==> src/rtl/fpu_pkg.sv <==
// Shared FPU definitions: comparison opcodes, operand class record, word-width helper
// and the sign-resolution function used by the comparator pipeline.
package fpu_pkg;

    localparam logic [1:0] FCMP_EQ = 2'b00;
    localparam logic [1:0] FCMP_LT = 2'b01;
    localparam logic [1:0] FCMP_LE = 2'b10;

    typedef struct packed {
        logic sign;
        logic is_zero;
        logic is_nan;
        logic is_snan;
    } fcls_t;

    // Everything the final stage needs; independent of the operand width.
    typedef struct packed {
        logic [1:0] op;
        fcls_t      cx;
        fcls_t      cy;
        logic       lt_mag;
        logic       eq_mag;
    } fcmp_stage_t;

    function automatic int fp_width(input int exp_w, input int man_w);
        return 1 + exp_w + man_w;
    endfunction

    // Returns {cmp, nv}.
    function automatic logic [1:0] fcmp_resolve(input fcmp_stage_t s, input logic nan_aware);
        logic both_zero;
        logic lt;
        logic eq;
        logic any_nan;
        logic any_snan;
        logic cmp;
        logic nv;
        both_zero = s.cx.is_zero & s.cy.is_zero;
        if (both_zero)
            lt = 1'b0;
        else if (s.cx.sign != s.cy.sign)
            lt = s.cx.sign;
        else if (!s.cx.sign)
            lt = s.lt_mag;
        else
            lt = !s.lt_mag & !s.eq_mag;
        eq       = both_zero | (s.eq_mag & (s.cx.sign == s.cy.sign));
        any_nan  = nan_aware & (s.cx.is_nan | s.cy.is_nan);
        any_snan = nan_aware & (s.cx.is_snan | s.cy.is_snan);
        case (s.op)
            FCMP_EQ: begin cmp = eq;      nv = any_snan; end
            FCMP_LT: begin cmp = lt;      nv = any_nan;  end
            FCMP_LE: begin cmp = lt | eq; nv = any_nan;  end
            default: begin cmp = 1'b0;    nv = 1'b0;     end
        endcase
        if (any_nan)
            cmp = 1'b0;
        return {cmp, nv};
    endfunction

endpackage

==> src/rtl/fcmp_classify.sv <==
// Combinational operand classifier: sign, zero, NaN and signalling-NaN detection.
module fcmp_classify
    import fpu_pkg::*;
#(
    parameter int EXP_W = 8,
    parameter int MAN_W = 23
) (
    input  logic [EXP_W+MAN_W:0] i_word,
    output fcls_t                o_cls
);

    logic [EXP_W-1:0] w_exp;
    logic [MAN_W-1:0] w_man;

    assign w_exp = i_word[MAN_W +: EXP_W];
    assign w_man = i_word[MAN_W-1:0];

    always_comb begin
        o_cls         = '0;
        o_cls.sign    = i_word[EXP_W+MAN_W];
        o_cls.is_zero = (w_exp == '0) && (w_man == '0);
        o_cls.is_nan  = (&w_exp) && (|w_man);
        // Quiet NaNs carry the mantissa MSB set; a clear MSB marks a signalling NaN.
        o_cls.is_snan = (&w_exp) && (|w_man) && !w_man[MAN_W-1];
    end

endmodule

==> src/rtl/fcmp_pipe.sv <==
// Pipelined floating-point comparator (feq/flt/fle) with an elastic valid/ready
// interface of STAGES cycles latency; the result bit lands in res[0].
module fcmp_pipe
    import fpu_pkg::*;
#(
    parameter int EXP_W     = 8,
    parameter int MAN_W     = 23,
    parameter int STAGES    = 2,
    parameter int NAN_AWARE = 1
) (
    input  logic                 clk,
    input  logic                 rst,
    input  logic                 in_valid,
    output logic                 in_ready,
    input  logic [1:0]           op,
    input  logic [EXP_W+MAN_W:0] x,
    input  logic [EXP_W+MAN_W:0] y,
    output logic                 out_valid,
    input  logic                 out_ready,
    output logic [EXP_W+MAN_W:0] res,
    output logic                 nv
);

    localparam int   W      = fp_width(EXP_W, MAN_W);
    localparam int   M      = W - 1;
    localparam logic C_NAN  = (NAN_AWARE != 0);

    // Handshake: a word moves on any edge where valid & ready are both high.
    // The whole pipe advances together on en = !out_valid | out_ready, so
    // in_ready equals en, bubbles are kept, and res/nv hold while stalled.
    logic w_en;

    fcls_t       w_cx;
    fcls_t       w_cy;
    logic [M:0]  w_diff;
    fcmp_stage_t w_s1_d;
    fcmp_stage_t r_s1;
    logic        r_v1;

    fcmp_stage_t w_mid_s;
    logic        w_mid_v;
    logic        w_fin_v;
    logic        w_fin_cmp;
    logic        w_fin_nv;

    assign w_en     = !w_fin_v | out_ready;
    assign in_ready = w_en;

    fcmp_classify #(.EXP_W(EXP_W), .MAN_W(MAN_W)) u_cls_x (.i_word(x), .o_cls(w_cx));
    fcmp_classify #(.EXP_W(EXP_W), .MAN_W(MAN_W)) u_cls_y (.i_word(y), .o_cls(w_cy));

    // {exp,man} ordered as an unsigned integer; the borrow bit is the less-than.
    assign w_diff = {1'b0, x[M-1:0]} - {1'b0, y[M-1:0]};

    always_comb begin
        w_s1_d        = '0;
        w_s1_d.op     = op;
        w_s1_d.cx     = w_cx;
        w_s1_d.cy     = w_cy;
        w_s1_d.lt_mag = w_diff[M];
        w_s1_d.eq_mag = (x[M-1:0] == y[M-1:0]);
    end

    always_ff @(posedge clk) begin
        if (rst) begin
            r_v1 <= 1'b0;
            r_s1 <= '0;
        end else if (w_en) begin
            r_v1 <= in_valid;
            r_s1 <= w_s1_d;
        end
    end

    if (STAGES >= 3) begin : g_mid
        fcmp_stage_t r_s2;
        logic        r_v2;
        always_ff @(posedge clk) begin
            if (rst) begin
                r_v2 <= 1'b0;
                r_s2 <= '0;
            end else if (w_en) begin
                r_v2 <= r_v1;
                r_s2 <= r_s1;
            end
        end
        assign w_mid_v = r_v2;
        assign w_mid_s = r_s2;
    end else begin : g_nomid
        assign w_mid_v = r_v1;
        assign w_mid_s = r_s1;
    end

    if (STAGES >= 2) begin : g_out
        logic [1:0] w_rs;
        logic       r_vo;
        logic       r_cmp;
        logic       r_nv;
        assign w_rs = fcmp_resolve(w_mid_s, C_NAN);
        always_ff @(posedge clk) begin
            if (rst) begin
                r_vo  <= 1'b0;
                r_cmp <= 1'b0;
                r_nv  <= 1'b0;
            end else if (w_en) begin
                r_vo  <= w_mid_v;
                r_cmp <= w_rs[1];
                r_nv  <= w_rs[0];
            end
        end
        assign w_fin_v   = r_vo;
        assign w_fin_cmp = r_cmp;
        assign w_fin_nv  = r_nv;
    end else begin : g_comb
        logic [1:0] w_rs;
        assign w_rs      = fcmp_resolve(w_mid_s, C_NAN);
        assign w_fin_v   = w_mid_v;
        assign w_fin_cmp = w_rs[1];
        assign w_fin_nv  = w_rs[0];
    end

    // Bubble slots carry stale data; gating keeps res/nv at zero when idle.
    assign out_valid = w_fin_v;
    assign res       = {{(W-1){1'b0}}, w_fin_v & w_fin_cmp};
    assign nv        = w_fin_v & w_fin_nv;

endmodule

==> config.mk <==
export PLATFORM = sky130hd
export DESIGN_NAME = fcmp_pipe
export DESIGN_NICKNAME = d
export VERILOG_FILES = /design/src/rtl/fpu_pkg.sv /design/src/rtl/fcmp_classify.sv /design/src/rtl/fcmp_pipe.sv
export SDC_FILE = /design/constraint.sdc
export NUM_CORES = 1
export LEC_CHECK = 0
export CAP_MARGIN = 0
export CORE_ASPECT_RATIO = 2
export CORE_MARGIN = 10
export CORE_UTILIZATION = 40
export CTS_CLUSTER_DIAMETER = 120
export DETAILED_ROUTE_END_ITERATION = 10
export MAX_ROUTING_LAYER = met4
export PLACE_DENSITY_LB_ADDON = 0.15
export REMOVE_ABC_BUFFERS = 1
export SYNTH_ARGS = -nofsm -noshare
export SYNTH_HDL_FRONTEND = slang
export SYNTH_HIERARCHICAL = 1
export SYNTH_SLANG_ARGS = --single-unit
==> constraint.sdc <==
create_clock -name clk -period 1.7 [get_ports clk]
set_clock_uncertainty 0.15 [all_clocks]
set_input_delay 0.34 -clock clk [delete_from_list [all_inputs] [get_ports clk]]
set_output_delay 0.34 -clock clk [all_outputs]
set_load 0.005 [all_outputs]
* Yosys cells after proc, flatten, opt, wreduce, memory -nomap -nowiden *
Index checks and enable logic that the tools add are counted.

word-level totals
  word-level logic and storage cells = 58
  flip-flop bits (word level) = 16
  input bits = 70
  output and inout port bits = 35
  memory bits (read-only) = 0
  memories = 0
  memory bits (writable) = 0
  latch bits = 0

cells by class
  divide/modulo/power cells = 0
  equality and inequality tests = 5
  reductions and logical operators = 21
  order comparisons = 0
  mux-type cells = 6
  $mul = 0
  $add $sub $neg = 1
  bitwise logic cells = 10
  shift operators = 0

operators by type and width
  operator                                        count
  zero test 23 bit                                2
  OR reduction 23 bit                             2
  subtractor 31 x 31 -> 32 bit                    1
  == test 31 bit                                  1
  zero test 8 bit                                 2
  AND reduction 8 bit                             2
  logical AND 1 bit                               6
  bitwise AND 1 bit                               5
  zero test 1 bit                                 5
  OR 1 bit                                        5
  two-way mux 1 bit                               4
  one-hot mux 1 bit (3 select lines)              1
  == test 2 x 1 -> 1 bit (second input constant)  1
  == test 2 bit (second input constant)           1
  zero test 2 bit                                 1
  one-hot mux 1 bit (2 select lines)              1
  OR reduction 2 bit                              1
  == test 1 bit                                   1
  inequality test 1 bit                           1

* Depth between registers and ports, before layout *
  depth in word-level cells = 8
  gate-level depth with buffers = 7
  gate-level depth less buffers = 7

* Hierarchy *
The synthesis kept the hierarchy.

by module, submodules not included
  module         cells an instance  area each (sq um)  times used  sequential area each (sq um)
  fcmp_pipe      230                1749.2             1           320.3
  fcmp_classify  16                 115.1              2           0.0

* Worst setup path after synthesis *
Ideal clock, no wire load.

  path kind = input -> register
  from = in y[22]
  to = reg r_s1[1] (netlist bit)
  required time = 1.430 ns
  data arrival time = 1.356 ns
  stages = 7
  slack = 0.074 ns
  setup time = 0.120 ns
  buffers on the path = 0
  path through = inv_1 > ha_1 > nand4_1 > nor4_2 > a21oi_1 > a31oi_1 > a21oi_1

on the way
  cells in the longest elaborated chain, start to end = 1

ends and longest elaborated chain
  item                          RTL line         source
  start, declared               fcmp_pipe.sv:17  input logic [EXP_W+MAN_W:0] y,
  subtractor 31 x 31 -> 32 bit  fcmp_pipe.sv:53  assign w_diff = {1'b0, x[M-1:0]} - {1'b0, y[M-1:0]};
  end signal, assigned          fcmp_pipe.sv:70  r_s1 <= w_s1_d;
  end, declared                 fcmp_pipe.sv:37  fcmp_stage_t r_s1;

Every way passes these cells.
A chain may end at the register's enable or synchronous reset.

* Final worst setup path *
  from = in x[29]
  to = reg r_s1[1] (netlist bit)

on the way
  cells in the longest elaborated chain, start to end = 1

ends and longest elaborated chain
  item                          RTL line         source
  start, declared               fcmp_pipe.sv:16  input logic [EXP_W+MAN_W:0] x,
  subtractor 31 x 31 -> 32 bit  fcmp_pipe.sv:53

Every way passes these cells.

==> impl_results.md <==
* Outcome: complete, but fails checks
* Violated checks: setup timing
* Max incr delay on CP at 0.31 ns
* Final hold viol count at 0
* Peak fanout along the critical path at 3
* Compound-cell area share of the yosys netlist at 0.161
* CP Class: primary input to flip-flop
* Most frequent cells in the layout: 47 x dlygate4sd2_1, 34 x buf_4, 32 x nand2_1
* Final setup margin at -0.0222 ns
* Most numerous cell on the critical path: a21oi_1
* Final setup fails at 1
* Vias in the first global route at 2397
* Adder-Cell Fraction of Synth Area at 0.221
* First-pass GRT wire length at 10.7 mm
* Post-synthesis simple-gate area fraction at 0.238
* Total CTS buffers at 3
* CP Launch Type: primary input
* P_leak at 0.00150 uW
* CP Cell Sequence: dlygate4sd2_1 -> ha_4 -> a21oi_1 -> nand2_1 -> a211oi_1 -> o211ai_1 -> a21oi_1
* Synth-to-layout area growth at 64.0%
* H-Tree Depth at 1
* Crit path DAT at 1.76 ns
* Asr flop ratio synth at 0
* Initial antenna violation count at 0
* Fin area at 3250 sq um
* Starting utilization of the core area at 0.411
* Final ANT Viol Nets at 0
* Post-synthesis xor/xnor area fraction at 0.00442
* Die H at 119 um
* Port bufs at 73
* Place WS at -0.558 ns
* Syn avg cell area at 7.55 sq um
* Post-synth EDFFs at 0
* Cells after Synth at 262
* Slowest CP cell: a211oi_1
* DP HPWL at 5.68 mm
* Gpl congestion at 0.835
* Met3 GRT Util at 0.0233
* Main combinational cell family by area after synthesis: simple AND/OR/NAND/NOR gates
* Met1 Track Usage GR at 0.142
* Gr busiest metal: met2
* Top_reg_cell synth: dfxtp_1
* Power per Cell Area at 412 nW/um^2
* Die Width at 69.7 um
* Total Wirelength at 6.86 mm
* Netlist cell types at 42
* CTS tree: yes
* Fill cells at 431
* 1st-iter DRT viols at 72
* Yosys reg bits at 16
* Worst EP required at 1.74 ns
* Via density at 5.16
* Mapped cell area at 1980 sq um
* WL/cell at 16.3 um
* DRT Pass-1 Iters at 5
* Total grt overflow at 0
* Worst-path clk slew at 0.06 ns
* Routed vias at 2178
* Yosys Warn Count at 6
* Worst min path class: flip-flop to flip-flop
* # clock sinks at 16
* Tcrit/Tclk final at 1.01
* FMAX at 581 MHz
* Seq/Total Area, Yosys at 0.162
* Post-synthesis mux area share at 0
* IO Count at 105
* Root buffer cell: clkbuf_8
* Maximum vdd drop at 0.379 mV
* Number of max-cap violations at 0
* Area of placed instances at 2860 sq um
* M2 GR Usage at 0.314
* Largest net degree at the start of global routing at 18
* Antenna diodes at 0
* Setup TNS at -0.0222 ns
* Row cnt at 36
* Hold_ws at 0.298 ns
* Most common cell after layout, fill and taps aside: dlygate4sd2_1
* WP buf/inv at 1
* CP Capture Type: flip-flop
* Min cycle time layout at 1.72 ns
* Slew Limit Fails at 0
* Clock Tree Buf Depth at 2
* Die area at 8330 sq um
* Final net count at 471
* Family with the most delay on the worst path: compound AO/OA/AOI/OAI gates
* Layout cell share with drive strength beyond 1 at 0.323
* Core area at 4820 sq um
* Worst-skew pair later-pin latency at 0.25 ns
* Drc violations at 0
* GRT Util Overall at 0.157
[layout make-up]
cell class / instances / area [sq um] / area share
repair buffers: 107 / 905 / 0.279
well taps: 57 / 71.3 / 0.0220
clock buffers: 4 / 55.1 / 0.0170
flip-flops and latches: 16 / 322 / 0.0990
inverters: 35 / 131 / 0.0405
multi-input cells: 203 / 1760 / 0.543
[flip-flops by register name, summed over array words and instances (netlist names)]
signal / cells
out_valid: 1
g_out.r_cmp: 1
r_v1: 1
g_out.r_nv: 1
r_s1: 12
[worst paths after layout]
check                                            start                    to  slack (ns)  cells past startpoint
worst min register to register    r_s1[2]$_SDFFE_PP0P_  r_s1[2]$_SDFFE_PP0P_        0.30                      2
worst max register to register  out_valid$_SDFFE_PP0P_  r_s1[1]$_SDFFE_PP0P_        0.16                      5
worst min-delay path              r_s1[2]$_SDFFE_PP0P_  r_s1[2]$_SDFFE_PP0P_        0.30                      2
worst max-delay path                             x[29]  r_s1[1]$_SDFFE_PP0P_       -0.02                      7
[synth_stat cells, types with 2 or more instances]
master      n  share of area
o21ai_0     6          0.015
ha_1       35           0.22
nand3_1     3         0.0076
nand4_2     2          0.013
a2111oi_0   3          0.013
inv_1      34          0.064
or4_4       2          0.011
buf_6       2          0.011
nor2_1      6          0.011
a211oi_1    5          0.019
and4_1      4          0.018
a31oi_1     2         0.0063
nor3_1      4          0.010
nand2_1    33          0.063
nor2_2      2         0.0063
buf_4      34           0.13
and2_1      2         0.0063
dfxtp_1    16           0.16
a21oi_1    25          0.063
nor4_1     11          0.035
nand4_1     9          0.028
or4_1       2         0.0076
[worst register-to-register path, delay by kind of cell (launching register included)]
kind / cells / cell delay, ns
and+or+nand+nor: 1 / 0.16
DFF: 1 / 0.33
buffers and inverters: 1 / 0.20
AOI/OAI and AO/OA: 3 / 0.64
[per-layer routing]
metal | wire length [um] | share of wire
met5 | 0 | 0
met3 | 320 | 0.047
met1 | 2380 | 0.35
met2 | 4020 | 0.59
met4 | 142 | 0.021
[where the power goes]
group	total (uW)	switching (uW)	internal, uW
combinational	599	289	310
clock	340	134	206
sequential	400	10.6	389
total	1340	434	905
[through the flow]
| stage | cells | util | total power [uW] |
|---|---|---|---|
| floorplan | 254 | - | 606 |
| global placement | 417 | 0.592 | 907 |
| CTS | 422 | 0.663 | 1320 |
| finish | 422 | 0.674 | 1340 |
| detailed placement | 417 | 0.592 | 917 |
| global route | 422 | 0.674 | 1420 |
[cell families (layout without fill, tap and decap cells)]
| kind of cell | count (synthesis) | after routing |
|---|---|---|
| XOR/XNOR | 1 | 1 |
| adder cells (fa/ha/maj) | 35 | 35 |
| flip-flops | 16 | 16 |
| other | 1 | 31 |
| AND/OR/NAND/NOR | 85 | 85 |
| buffers and inverters | 73 | 146 |
| AO/OA/AOI/OAI | 51 | 51 |
[what timing repair did]
action | in CTS | in global routing
resized for setup | 120 | 39
hold buffers | 0 | 0
setup buffers | 2 | 1
pin swaps | 37 | 20
setup endpoints to repair | 11 | 8
(Power assumes the default switching activity.)
